<file path="config.mk">
export PLATFORM = sky130hd
export DESIGN_NAME = intersection_scheduler
export DESIGN_NICKNAME = d
export VERILOG_FILES = /design/src/rtl/intersection_scheduler.sv
export SDC_FILE = /design/constraint.sdc
export NUM_CORES = 1
export LEC_CHECK = 0
export CAP_MARGIN = 30
export CORE_MARGIN = 2
export CORE_UTILIZATION = 52
export DETAILED_ROUTE_END_ITERATION = 8
export PLACE_DENSITY = 0.88
export SLEW_MARGIN = 20
export SYNTH_ARGS = -nofsm -noshare
export SYNTH_HDL_FRONTEND = slang
export SYNTH_SLANG_ARGS = --single-unit
</file>
<file path="constraint.sdc">
create_clock -name clk -period 2.3 [get_ports clk]
set_input_delay 0.345 -clock clk [delete_from_list [all_inputs] [get_ports clk]]
set_output_delay 0.345 -clock clk [all_outputs]
set_load 0.02 [all_outputs]
</file>
<file path="src/rtl/intersection_scheduler.sv">
// Two-road intersection controller: round-robin sharing of the right-of-way between the
// side-road car sensor and the pedestrian button, with a guaranteed main-road minimum green.
module intersection_scheduler #(
  parameter int unsigned CNT_W    = 4,
  parameter int unsigned MAIN_MIN = 4,
  parameter int unsigned SIDE_GRN = 4,
  parameter int unsigned YEL      = 2,
  parameter int unsigned ALL_RED  = 1,
  parameter int unsigned WALK     = 3
) (
  input  logic       clk,
  input  logic       reset,
  input  logic       tick,
  input  logic       car_sensor,
  input  logic       ped_request,
  output logic       R1,
  output logic       Y1,
  output logic       G1,
  output logic       R2,
  output logic       Y2,
  output logic       G2,
  output logic       walk,
  output logic [2:0] present_state
);

  localparam logic [2:0] MG  = 3'd0;
  localparam logic [2:0] MY  = 3'd1;
  localparam logic [2:0] AR1 = 3'd2;
  localparam logic [2:0] SG  = 3'd3;
  localparam logic [2:0] SY  = 3'd4;
  localparam logic [2:0] PW  = 3'd5;
  localparam logic [2:0] AR2 = 3'd6;

  localparam logic LAST_CAR = 1'b0;
  localparam logic LAST_PED = 1'b1;

  // Timer value on the final tick of each timed state
  localparam logic [CNT_W-1:0] MAIN_END = CNT_W'(MAIN_MIN - 1);
  localparam logic [CNT_W-1:0] SIDE_END = CNT_W'(SIDE_GRN - 1);
  localparam logic [CNT_W-1:0] YEL_END  = CNT_W'(YEL - 1);
  localparam logic [CNT_W-1:0] AR_END   = CNT_W'(ALL_RED - 1);
  localparam logic [CNT_W-1:0] WALK_END = CNT_W'(WALK - 1);

  // Lamp vector order: {R1, Y1, G1, R2, Y2, G2, walk}
  localparam logic [6:0] LAMPS_RESET = 7'b0011000;

  logic [2:0]       state_q, state_d;
  logic [CNT_W-1:0] timer_q, timer_d;
  logic             car_pend_q, car_pend_d;
  logic             ped_pend_q, ped_pend_d;
  logic             last_q, last_d;
  logic [6:0]       lamps_q, lamps_d;
  logic             carq, pedq, enter_sg, enter_pw;

  always_comb begin
    carq    = car_pend_q | car_sensor;
    pedq    = ped_pend_q | ped_request;
    state_d = state_q;
    case (state_q)
      MG:  if (tick && timer_q == MAIN_END && (carq || pedq)) state_d = MY;
      MY:  if (tick && timer_q == YEL_END) state_d = AR1;
      AR1: begin
        if (tick && timer_q == AR_END) begin
          // On a tie the car wins only if the pedestrian was served last
          if (carq && (!pedq || last_q == LAST_PED)) state_d = SG;
          else if (pedq)                             state_d = PW;
          else                                       state_d = MG;
        end
      end
      SG:  if (tick && timer_q == SIDE_END) state_d = SY;
      SY:  if (tick && timer_q == YEL_END) state_d = AR2;
      PW:  if (tick && timer_q == WALK_END) state_d = AR2;
      AR2: if (tick && timer_q == AR_END) state_d = MG;
      default: state_d = MG;
    endcase
  end

  always_comb begin
    enter_sg = (state_d == SG) && (state_q != SG);
    enter_pw = (state_d == PW) && (state_q != PW);

    if (state_d != state_q) begin
      timer_d = '0;
    end else if (tick && !(state_q == MG && timer_q == MAIN_END)) begin
      timer_d = timer_q + CNT_W'(1);
    end else begin
      timer_d = timer_q;
    end

    car_pend_d = enter_sg ? 1'b0 : (car_pend_q | car_sensor);
    ped_pend_d = enter_pw ? 1'b0 : (ped_pend_q | ped_request);

    if (enter_sg)      last_d = LAST_CAR;
    else if (enter_pw) last_d = LAST_PED;
    else               last_d = last_q;
  end

  // Lamps decode from the next state so they switch on the same edge as present_state
  always_comb begin
    case (state_d)
      MG:       lamps_d = 7'b0011000;
      MY:       lamps_d = 7'b0101000;
      AR1, AR2: lamps_d = 7'b1001000;
      SG:       lamps_d = 7'b1000010;
      SY:       lamps_d = 7'b1000100;
      PW:       lamps_d = 7'b1001001;
      default:  lamps_d = LAMPS_RESET;
    endcase
  end

  always_ff @(posedge clk or posedge reset) begin
    if (reset) begin
      state_q    <= MG;
      timer_q    <= '0;
      car_pend_q <= 1'b0;
      ped_pend_q <= 1'b0;
      last_q     <= LAST_PED;
      lamps_q    <= LAMPS_RESET;
    end else begin
      state_q    <= state_d;
      timer_q    <= timer_d;
      car_pend_q <= car_pend_d;
      ped_pend_q <= ped_pend_d;
      last_q     <= last_d;
      lamps_q    <= lamps_d;
    end
  end

  assign {R1, Y1, G1, R2, Y2, G2, walk} = lamps_q;
  assign present_state = state_q;

endmodule

</file>
==> summary.txt <==
SETUP PATH
-------------------------------------------------------------------------------------------------
Setup crit end kind                                                                      register
Source of the worst register-to-register timing path                                   timer_q[0]
Critical path arrival                                                                     2.39 ns
Data required, critical path                                                              2.49 ns
Highest fanout seen on the critical path                                                       12
Largest stage delay on the critical path                                                  0.45 ns
Critical-path cell with the highest stage delay                                             or3_4
CP top delay family                                                                  simple AND/OR/NAND/NOR gates
Critical path type                                                                     reg -> reg
First element of the critical path                                                     timer_q[0]
Worst Path Buf+Inv                                                                              1
CP cell instances                                                                    inv_1, ha_1, and4bb_2, nor2_1, o21a_1, or3_4, or2_2
Startpoint types                                                                         register

GLOBAL ROUTING
-------------------------------------------------------------------------------------------------
GR Util All Layers                                                                          20.5%
Congestion Overflow GR                                                                          0
Busiest layer in global routing                                                              met2
Pin count of the biggest net entering global routing                                           18
Initial antenna violation count                                                                 0
Global Route met3 Usage                                                                     6.17%
Global-route met2 utilization                                                               34.2%
Vias in the first global route                                                                774
Met1 GRT Util                                                                               24.6%
Global-route wire length before repair                                                    3.64 mm

TIMING
-------------------------------------------------------------------------------------------------
Time the final worst path needs with I/O delays and setup                                 2.20 ns
Unrepaired setup endpoints after global routing                                             false
Final number of max-transition violations                                                       0
Hold violation count in the final report                                                        0
Final clock period utilization by the worst path                                            95.5%
Transition time at the pin with the least slew margin                                    0.628 ns
Relative slew slack                                                                         58.1%
Sum of negative setup slack                                                                  0 ns
Highest Clock Rate                                                                      0.455 GHz
Post-Route Skew                                                                        0.00136 ns
Endpoints failing setup                                                                         0

POWER AND IR DROP
-------------------------------------------------------------------------------------------------
Leak Pwr                                                                              0.000518 uW
Total power divided by cell area                                                     1270 mW/mm^2
Worst voltage drop across the vdd grid                                                   0.823 mV

STATUS
-------------------------------------------------------------------------------------------------
Outcome                                                                              finished clean

LAYOUT
-------------------------------------------------------------------------------------------------
Share of cells above drive strength 1                                                       23.4%
Number of filler instances in the final layout                                                160
Design area                                                                          0.00124 sq mm
Utilization after layout                                                                    64.7%
Synth-to-Final Area Change                                                                  19.5%
Post-layout instance count excluding filler cells                                             138
NumNets Final                                                                                 121
Number of diodes added for antenna fixing                                                       0
Multi-input logic area                                                                  551 sq um
Sequential cell area                                                                    429 sq um

YOSYS
-------------------------------------------------------------------------------------------------
Dominant register cell in the synthesized netlist                                         dfrtp_1
Synth top area share                                                                        33.7%
Syn Area/Cell                                                                          11.2 sq um
Number of nets in the synthesized netlist                                                     102
Count of flip-flops with a built-in enable after synthesis                                      0
Library cell occupying the most area in the post-synthesis netlist                        dfrtp_1
Post-synth design cell area                                                          0.00104 sq mm
Synth cell count leaders                                                             14 x dfrtp_1, 6 x nor2_1, 4 x ha_1, 4 x inv_1, 4 x mux2i_1
Most common cell in the synthesized netlist                                               dfrtp_1
Top post-synthesis cells by area                                                     dfrtp_1 34%, dfstp_2 7.6%, ha_1 4.8%
Count of synthesis-stage warnings from yosys                                                    0
Post-synth ARST share                                                                        100%
Count of mapped cells out of synthesis                                                         93
Portion of the post-synthesis area used by sequential elements                              41.2%
Total of flip-flops plus latches after synthesis                                               17
Number of distinct library cell variants in the gate-level netlist after synthesis             45

PLACE
-------------------------------------------------------------------------------------------------
HPWL Detailed                                                                             1.65 mm
Placer's final routability congestion estimate                                              0.881
Number of buffer cells added on primary ports                                                  14
Post-place instance area                                                             0.00121 sq mm
Placed insts                                                                                  134

DETAILED ROUTING
-------------------------------------------------------------------------------------------------
Detail-routed via count per cell                                                             5.68
Wire length per cell after detailed routing                                               15.8 um
Number of vias after detailed routing                                                         784
Antenna-violating nets left                                                                     0
DR pass1 iterations                                                                             4
Remaining design rule violation count                                                           0
Overall routed net length                                                                 2.18 mm
Violation count after the first detailed-route iteration                                       17

CLOCK TREE
-------------------------------------------------------------------------------------------------
Total number of clock tree sinks                                                               17
Master cell of the clock root buffer                                                     clkbuf_4
Total setup buffers inserted after CTS                                                          0
CTS clk-pin slew, worst paths                                                             0.10 ns
Buffer depth of the longest clock path                                                          2
CTS HTree Levels                                                                                1
CTS tree                                                                                    built
Post_cts resized                                                                                0
Cts hold-fix bufs                                                                               0
Worst-skew pair later-pin latency                                                         0.29 ns
Total CTS buffers                                                                               3

FLOW RUN
-------------------------------------------------------------------------------------------------
Number of max-capacitance violations reported                                                   0

DIE
-------------------------------------------------------------------------------------------------
Starting Density                                                                            54.2%
IO Pins                                                                                        15
Core outline area                                                                    0.00192 sq mm
Die height                                                                                48.7 um
Number of cell rows                                                                            16
Die span in x                                                                             48.7 um
Die area                                                                             0.00238 sq mm

MIN PATH
-------------------------------------------------------------------------------------------------
Class of the worst hold path                                                          in -> async

==> logic make-up after synthesis <==
logic type,synth area share (%)
simple gates,22.4
buf+inv,5.89
fa+ha+maj,4.81
mux,3.85
flops,41.2
xor+xnor,1.68
compound gates,20.2
==> sequential cells by signal, indices dropped and copies added (netlist names) <==
signal         cells
car_pend_q         1
lamps_q            7
last_q             1
ped_pend_q         1
present_state      3
timer_q            4
==> cell usage in the layout, fill, tap and decap left out, types with 2 or more instances in the layout <==
master,Yosys,final
dfrtp_1,14,14
clkdlybuf4s50_1,0,14
nor2_1,6,6
buf_4,1,6
inv_1,4,4
mux2i_1,4,4
ha_1,4,4
a21oi_1,3,3
a31oi_1,3,3
a211oi_1,3,3
and2_1,3,3
clkbuf_4,0,3
dfstp_2,3,3
nor3b_2,2,2
nor2b_1,2,2
nand4_1,2,2
nand2b_1,2,2
or3_4,2,2
nand2_1,2,2
or2_2,2,2
nor3_1,2,2
o211ai_1,2,2
xnor2_1,2,2
==> power by group <==
part | leakage, uW | switching, uW | internal [uW]
clock network | 0.0000139 | 98.8 | 66.3
registers | 0.000208 | 112 | 425
logic | 0.000296 | 460 | 417
==> per-layer routing <==
layer | wire (um) | vias to the layer above
met3 | 101 | 4
met4 | 36 | 0
met5 | 0 | -
li1 | - | 375
met1 | 902 | 375
met2 | 1140 | 30
==> through the flow <==
stage          worst slack [ns]  hold slack, ns  total power [uW]
4_1_cts                   0.131           0.432              1580
6_report                  0.103           0.422              1580
2_1_floorplan             0.357           0.269              1160
5_1_grt                  0.0200           0.467              1690
3_5_place_dp            -0.0961           0.514              1410
3_3_place_gp            0.00177           0.508              1370
==> area by class of cell <==
| cell class | count | share of cell area, % |
|---|---|---|
| well taps | 27 | 2.72 |
| clock buffers | 3 | 1.81 |
| multi-input cells | 66 | 44.3 |
| inverters | 4 | 1.21 |
| clock inverters | 1 | 0.604 |
| flip-flops and latches | 17 | 34.5 |
| repair buffers | 20 | 14.9 |
==> final timing paths <==
path	slack, ns	cells after the start	to
min in group clk	0.53	2	last_q
min	0.42	2	lamps_q[0]
max	0.10	7	lamps_q[6]
min reg2reg	0.53	2	last_q
max in group asynchronous	1.48	2	present_state[0]
max reg2reg	0.10	7	lamps_q[6]
Note: power is estimated with default switching activity, not from simulation.
